===== config.mk =====
export PLATFORM = sky130hd
export DESIGN_NAME = rotation_scheduler
export DESIGN_NICKNAME = d
export VERILOG_FILES = /design/src/rtl/rotation_scheduler.sv
export SDC_FILE = /design/constraint.sdc
export NUM_CORES = 1
export LEC_CHECK = 0
export BUFFER_PORTS_ARGS = -buffer_cell sky130_fd_sc_hd__buf_2
export CAP_MARGIN = 20
export CELL_PAD_IN_SITES_DETAIL_PLACEMENT = 1
export CELL_PAD_IN_SITES_GLOBAL_PLACEMENT = 2
export CORE_MARGIN = 2
export CORE_UTILIZATION = 32
export CTS_BUF_LIST = sky130_fd_sc_hd__clkbuf_8
export CTS_CLUSTER_DIAMETER = 120
export DETAILED_ROUTE_END_ITERATION = 12
export PLACE_DENSITY_LB_ADDON = 0.15
export REMOVE_ABC_BUFFERS = 1
export SLEW_MARGIN = 20
export SYNTH_ARGS = -nofsm -noshare
export SYNTH_HDL_FRONTEND = slang
export SYNTH_SLANG_ARGS = --single-unit

===== constraint.sdc =====
create_clock -name clock -period 4.9 [get_ports clock]
set_input_delay 0.49 -clock clock [delete_from_list [all_inputs] [get_ports clock]]
set_output_delay 0.49 -clock clock [all_outputs]
set_load 0.03 [all_outputs]

===== src/rtl/rotation_scheduler.sv =====
// Round-robin rotation scheduler for four swerve wheels: holds one pending angle per wheel,
// limits concurrent rotations, supervises each rotation with a timeout and supports global abort.
module rotation_scheduler #(
    parameter int                  MAX_ACTIVE     = 2,
    parameter int                  TIMEOUT_W      = 24,
    parameter logic [TIMEOUT_W-1:0] TIMEOUT_CYCLES = 24'd5_000_000
) (
    input  logic        clock,
    input  logic        reset_n,
    input  logic        cmd_valid,
    input  logic [1:0]  cmd_wheel,
    input  logic [11:0] cmd_angle,
    input  logic        abort_all,
    input  logic        err_clear,
    input  logic [3:0]  angle_done,
    output logic [47:0] target_angle,
    output logic [3:0]  angle_update,
    output logic [3:0]  abort_angle,
    output logic [3:0]  busy,
    output logic [2:0]  active_cnt,
    output logic [3:0]  timeout_err
);

    localparam logic [1:0] ST_IDLE    = 2'd0;
    localparam logic [1:0] ST_PENDING = 2'd1;
    localparam logic [1:0] ST_ACTIVE  = 2'd2;

    localparam logic [2:0]           MAX_ACT  = 3'(MAX_ACTIVE);
    localparam logic [TIMEOUT_W-1:0] TMO_LAST = TIMEOUT_CYCLES - 1'b1;

    logic [1:0]           r_state      [4];
    logic                 r_pend_valid [4];
    logic [11:0]          r_pend_angle [4];
    logic [11:0]          r_target     [4];
    logic [TIMEOUT_W-1:0] r_timer      [4];
    logic                 r_update     [4];
    logic                 r_abort      [4];
    logic                 r_err        [4];
    logic [1:0]           r_last_grant;
    logic [2:0]           r_active_cnt;

    logic [3:0] w_cand;
    logic [3:0] w_grant;
    logic [3:0] w_next_active;
    logic [1:0] w_idx;
    logic [1:0] w_grant_idx;
    logic [2:0] w_next_cnt;
    logic       w_grant_en;

    // Round-robin search starting one past the last granted wheel; first hit wins.
    always_comb begin
        w_grant_en  = !abort_all && (r_active_cnt < MAX_ACT);
        w_grant     = '0;
        w_grant_idx = '0;
        w_idx       = '0;
        for (int k = 0; k < 4; k++) begin
            w_idx = r_last_grant + 2'd1 + 2'(k);
            if (w_grant_en && (w_grant == 4'd0) && w_cand[w_idx]) begin
                w_grant[w_idx] = 1'b1;
                w_grant_idx    = w_idx;
            end
        end
    end

    always_comb begin
        w_next_cnt = '0;
        for (int k = 0; k < 4; k++) begin
            w_next_cnt = w_next_cnt + 3'(w_next_active[k]);
        end
    end

    always_ff @(posedge clock or negedge reset_n) begin
        if (!reset_n) begin
            r_last_grant <= 2'd3;
            r_active_cnt <= '0;
        end else begin
            if (w_grant != 4'd0) begin
                r_last_grant <= w_grant_idx;
            end
            r_active_cnt <= w_next_cnt;
        end
    end

    assign active_cnt = r_active_cnt;

    genvar gi;
    generate
        for (gi = 0; gi < 4; gi++) begin : g_wheel
            logic w_cmd_hit;
            logic w_active;
            logic w_done;
            logic w_tmo;
            logic w_pend_after;

            assign w_cmd_hit = cmd_valid && !abort_all && (cmd_wheel == 2'(gi));
            assign w_active  = (r_state[gi] == ST_ACTIVE);
            // A nonzero timer means at least one edge has passed since the update pulse,
            // so a done level left over from the previous rotation is ignored.
            assign w_done    = w_active && angle_done[gi] && (r_timer[gi] != '0);
            assign w_tmo     = w_active && !w_done && !abort_all && (r_timer[gi] == TMO_LAST);
            assign w_pend_after      = w_cmd_hit || (r_pend_valid[gi] && !w_grant[gi]);
            assign w_cand[gi]        = r_pend_valid[gi] && !w_active;
            assign w_next_active[gi] = !abort_all && (w_grant[gi] || (w_active && !w_done && !w_tmo));

            assign target_angle[12*gi +: 12] = r_target[gi];
            assign angle_update[gi]          = r_update[gi];
            assign abort_angle[gi]           = r_abort[gi];
            assign timeout_err[gi]           = r_err[gi];
            assign busy[gi]                  = (r_state[gi] != ST_IDLE);

            always_ff @(posedge clock or negedge reset_n) begin
                if (!reset_n) begin
                    r_state[gi]      <= ST_IDLE;
                    r_pend_valid[gi] <= 1'b0;
                    r_pend_angle[gi] <= '0;
                    r_target[gi]     <= '0;
                    r_timer[gi]      <= '0;
                    r_update[gi]     <= 1'b0;
                    r_abort[gi]      <= 1'b0;
                    r_err[gi]        <= 1'b0;
                end else begin
                    r_update[gi]     <= w_grant[gi];
                    r_abort[gi]      <= abort_all ? w_active : w_tmo;
                    r_pend_valid[gi] <= !abort_all && w_pend_after;
                    if (w_cmd_hit) begin
                        r_pend_angle[gi] <= cmd_angle;
                    end
                    if (w_grant[gi]) begin
                        r_target[gi] <= r_pend_angle[gi];
                    end
                    if (w_tmo) begin
                        r_err[gi] <= 1'b1;
                    end else if (err_clear) begin
                        r_err[gi] <= 1'b0;
                    end
                    if (w_next_active[gi] && !w_grant[gi]) begin
                        r_timer[gi] <= (r_timer[gi] == TIMEOUT_CYCLES) ? r_timer[gi] : r_timer[gi] + 1'b1;
                    end else begin
                        r_timer[gi] <= '0;
                    end
                    if (abort_all) begin
                        r_state[gi] <= ST_IDLE;
                    end else if (w_grant[gi]) begin
                        r_state[gi] <= ST_ACTIVE;
                    end else if (w_done || w_tmo) begin
                        r_state[gi] <= w_pend_after ? ST_PENDING : ST_IDLE;
                    end else if ((r_state[gi] == ST_IDLE) && w_cmd_hit) begin
                        r_state[gi] <= ST_PENDING;
                    end
                end
            end
        end
    endgenerate

endmodule


==> out/metrics.cfg <==
[run_status]
status=completed

[cells_and_area]
diodes=0
syn2layout_area_growth_pct=17.73
drive_above_1_share_pct=25.11
fillCellCount=3748
final_area_um2=12620
nNetsFinal=1163

[die]
num_io_pins=90
num_rows=67
die_h_um=187.0
start_util_pct=32.22
die_area_um2=34990
core_um2=33280
die_w_um=187.0

[critical_path]
worstPathMaxFanout=11
crit_path_end_kind=flop
path_cells=inv_2 -> ha_1 -> nor2_1 -> nor2_1 -> a22o_1 -> a2111oi_0 -> o2111ai_1 -> nor3_4 -> or2_1 -> nor2_1 -> fa_1 -> inv_1 -> ha_1 -> ha_1
cpPeakStageDelay_ns=0.65
worstSetupPathType=reg -> reg
arrival_ns=4.80
crit_path_top_delay_cell=dfstp_2
critPathLaunchType=flop
worstPathRequired_ns=5.34

[pwr]
p_int_mw=3.684
power.total_mw=5.526
powerDensity_nw_per_um2=437.8
power_frac_clock_pct=35.0
power_frac_comb_pct=23.8
ir_worst_vdd_uv=220.4
switching_share_pct=33.33
leakage_nw=5.677
seq_power_share_pct=41.2
switchingPower_mw=1.842

[global_route]
grt_pass1_wl_um=46260
grt_use_total_pct=16.46
grt_overflow=0
grt_max_degree=94
grt_antenna_before_repair=0
grt_pass1_vias=8255

[synth]
synth-compound-area-share_pct=6.045
yosysUniqueCellTypes=80
synth_warnings=0
syn_area_um2=10720
synth_top_family_by_area=simple AND/OR/NAND/NOR gates
yosysSeqAreaShare_pct=51.60
synthAdderAreaFrac_pct=2.171
postSynthAreaPerCell_um2=10.68
synthFlopType=dfrtp_1
synth_xor_area_share_pct=7.270
synth-seq-cells=221
synthArstFlopShare_pct=100.0
synthCells=1004
yosys.area_share.simple_pct=20.00
synthMuxAreaShare_pct=10.06
synth_top_area_cell=dfrtp_1
synth.top_cell.area_share_pct=51.11
synthTopCellsByArea=dfrtp_1 51%, mux2_2 7.1%, nor2_1 5.1%
synth_edf_count=0

[routing]
drt_iter0_drc=379
drtAntennaViolNets=0
vias_per_cell=4.847
route.detailed.drc=0
first_pass_iters=4
wl_per_cell_um=17.35
wirelength_um=27820
vias=7770

[placement]
port_buffers=89
gp_congestion=0.8440
dp_slack_ns=0.5334
hpwl_um=18860
dpl_cell_area_um2=11690

[clocking]
cts_root_buf=clkbuf_8
cts_made_buffers=43
cts_resized=0
cts_sinks=221
cts.clk_slew.worst_paths_ns=0.06
cts_tree=yes
clock_tree.htree_level_count=2
clock_latency_ns=0.56
cts_buffer_depth=3

[timing]
final.period_utilization_pct=89.05
hold_viol=0
finalCriticalPeriod_ns=4.363
max_slew.worst_pin.slew_ns=0.8708
setup_violations=0
timing.slew.headroom_pct=41.88
fmax_ghz=0.2292
fin_ws_ns=0.5368
rsz0062_at_grt=false
final.setup.tns_ns=0
clock_skew_ns=0.01367
drv_slew=0

[job]
cap_violations=0

[worst_hold_path]
hold_path.class=in -> reg

-- what timing repair did --
| item | CTS | global route |
|---|---|---|
| hold buffers | 1 | 0 |
| setup buffers | 0 | 0 |
| endpoints found under the hold margin | 89 | 0 |
-- power groups by stage --
stage          Clock, mW  Combinational (mW)  Sequential (mW)
2_1_floorplan          0               0.506             2.67
3_3_place_gp           0                1.31             2.31
3_5_place_dp           0                1.33             2.31
4_1_cts             2.02                1.33             2.28
5_1_grt             2.10                1.41             2.32
6_report            1.94                1.31             2.28
-- worst max-delay path: cells and delay by family, from the launching register on --
| family | cells | cell delay [ns] |
|---|---|---|
| simple gates | 5 | 0.91 |
| fa+ha+maj | 4 | 1.30 |
| compound gates | 3 | 1.20 |
| buf+inv | 2 | 0.18 |
| flops | 1 | 0.65 |
-- per-layer routing --
layer | track usage (%) | part of all wire (%) | wire (um)
met5 | 0 | 0 | 0
met3 | 3.415 | 4.0 | 1121
met1 | 22.82 | 49 | 13580
met4 | 4.274 | 1.8 | 487
met2 | 26.25 | 45 | 12630
-- layout by cell type, fill, tap and decap left out, drive strengths merged, types with 21 or more instances in the layout --
master,instances
nor4,21
clkbuf,57
mux2,86
buf,104
xor2,51
inv,44
nor3,21
nand3,59
xnor2,38
nor2,145
dfrtp,219
nand2,90
-- cell families (layout without fill, tap and decap cells) --
kind of cell	after synthesis	after routing
and+or+nand+nor	437	437
DFF	221	221
xor gates and xnor gates	89	89
adders and majority gates	18	18
buffers and inverters	65	216
AOI/OAI and AO/OA	80	80
muxes	94	94
-- registers in the layout, indices dropped and copies added, names as in the netlist --
name and count:
r_last_grant 2, r_timer 96, target_angle 48, abort_angle 4, active_cnt 3, angle_update 4, r_pend_valid 4, r_pend_angle 48
timeout_err 4, r_state 8
-- path summary, 6_finish.rpt --
| check | cells after the start | start | slack (ns) | endpoint |
|---|---|---|---|---|
| worst max-delay path | 14 | r_last_grant[0] | 0.54 | active_cnt[1] |
| worst min-delay path | 2 | err_clear | 0.17 | timeout_err[0] |
| worst max register to register | 14 | r_last_grant[0] | 0.54 | active_cnt[1] |
| worst min register to register | 2 | target_angle[40] | 0.46 | target_angle[40] |
| max in group asynchronous | 3 | reset_n | 3.19 | target_angle[3] |
| min in group asynchronous | 2 | reset_n | 0.52 | r_timer[64] |
-- cell usage after synthesis, types with 4 or more instances --
| cell type | number |
|---|---|
| xnor2_1 | 38 |
| nand2_1 | 90 |
| mux2_1 | 11 |
| buf_6 | 6 |
| and3_1 | 18 |
| o211ai_1 | 4 |
| or3_1 | 5 |
| clkbuf_1 | 14 |
| nor2b_1 | 5 |
| o21ai_0 | 13 |
| nand3_1 | 59 |
| or2_2 | 10 |
| and2_1 | 6 |
| and4_1 | 4 |
| ha_1 | 17 |
| buf_2 | 10 |
| mux2_4 | 7 |
| nand4_1 | 18 |
| nor4_1 | 20 |
| o31ai_1 | 4 |
| nor2_1 | 145 |
| mux2i_1 | 7 |
| a21oi_1 | 13 |
| nand2b_1 | 14 |
| xor2_1 | 51 |
| inv_1 | 31 |
| nor3_1 | 19 |
| mux2_2 | 68 |
| dfrtp_1 | 219 |
-- cell type report --
cell class	instances	area (um^2)	area share, %
clock inverters	21	133.9	1.061
inverters	33	123.9	0.9814
flip-flops and latches	221	5533	43.83
clock buffers	57	784.5	6.215
well taps	448	560.5	4.441
repair buffers	105	590.6	4.679
multi-input cells	718	4896	38.79
-- through the flow --
stage               utilization (%)  hold WS (ns)  cells
global route                  37.93        0.1809   1603
CTS                           37.93        0.1484   1603
detailed placement            35.14        0.4532   1524
finish                        37.93        0.1741   1603
floorplan                         -        0.1944    972
global placement              35.14        0.4473   1524
Note: power is estimated with default switching activity, not from simulation.
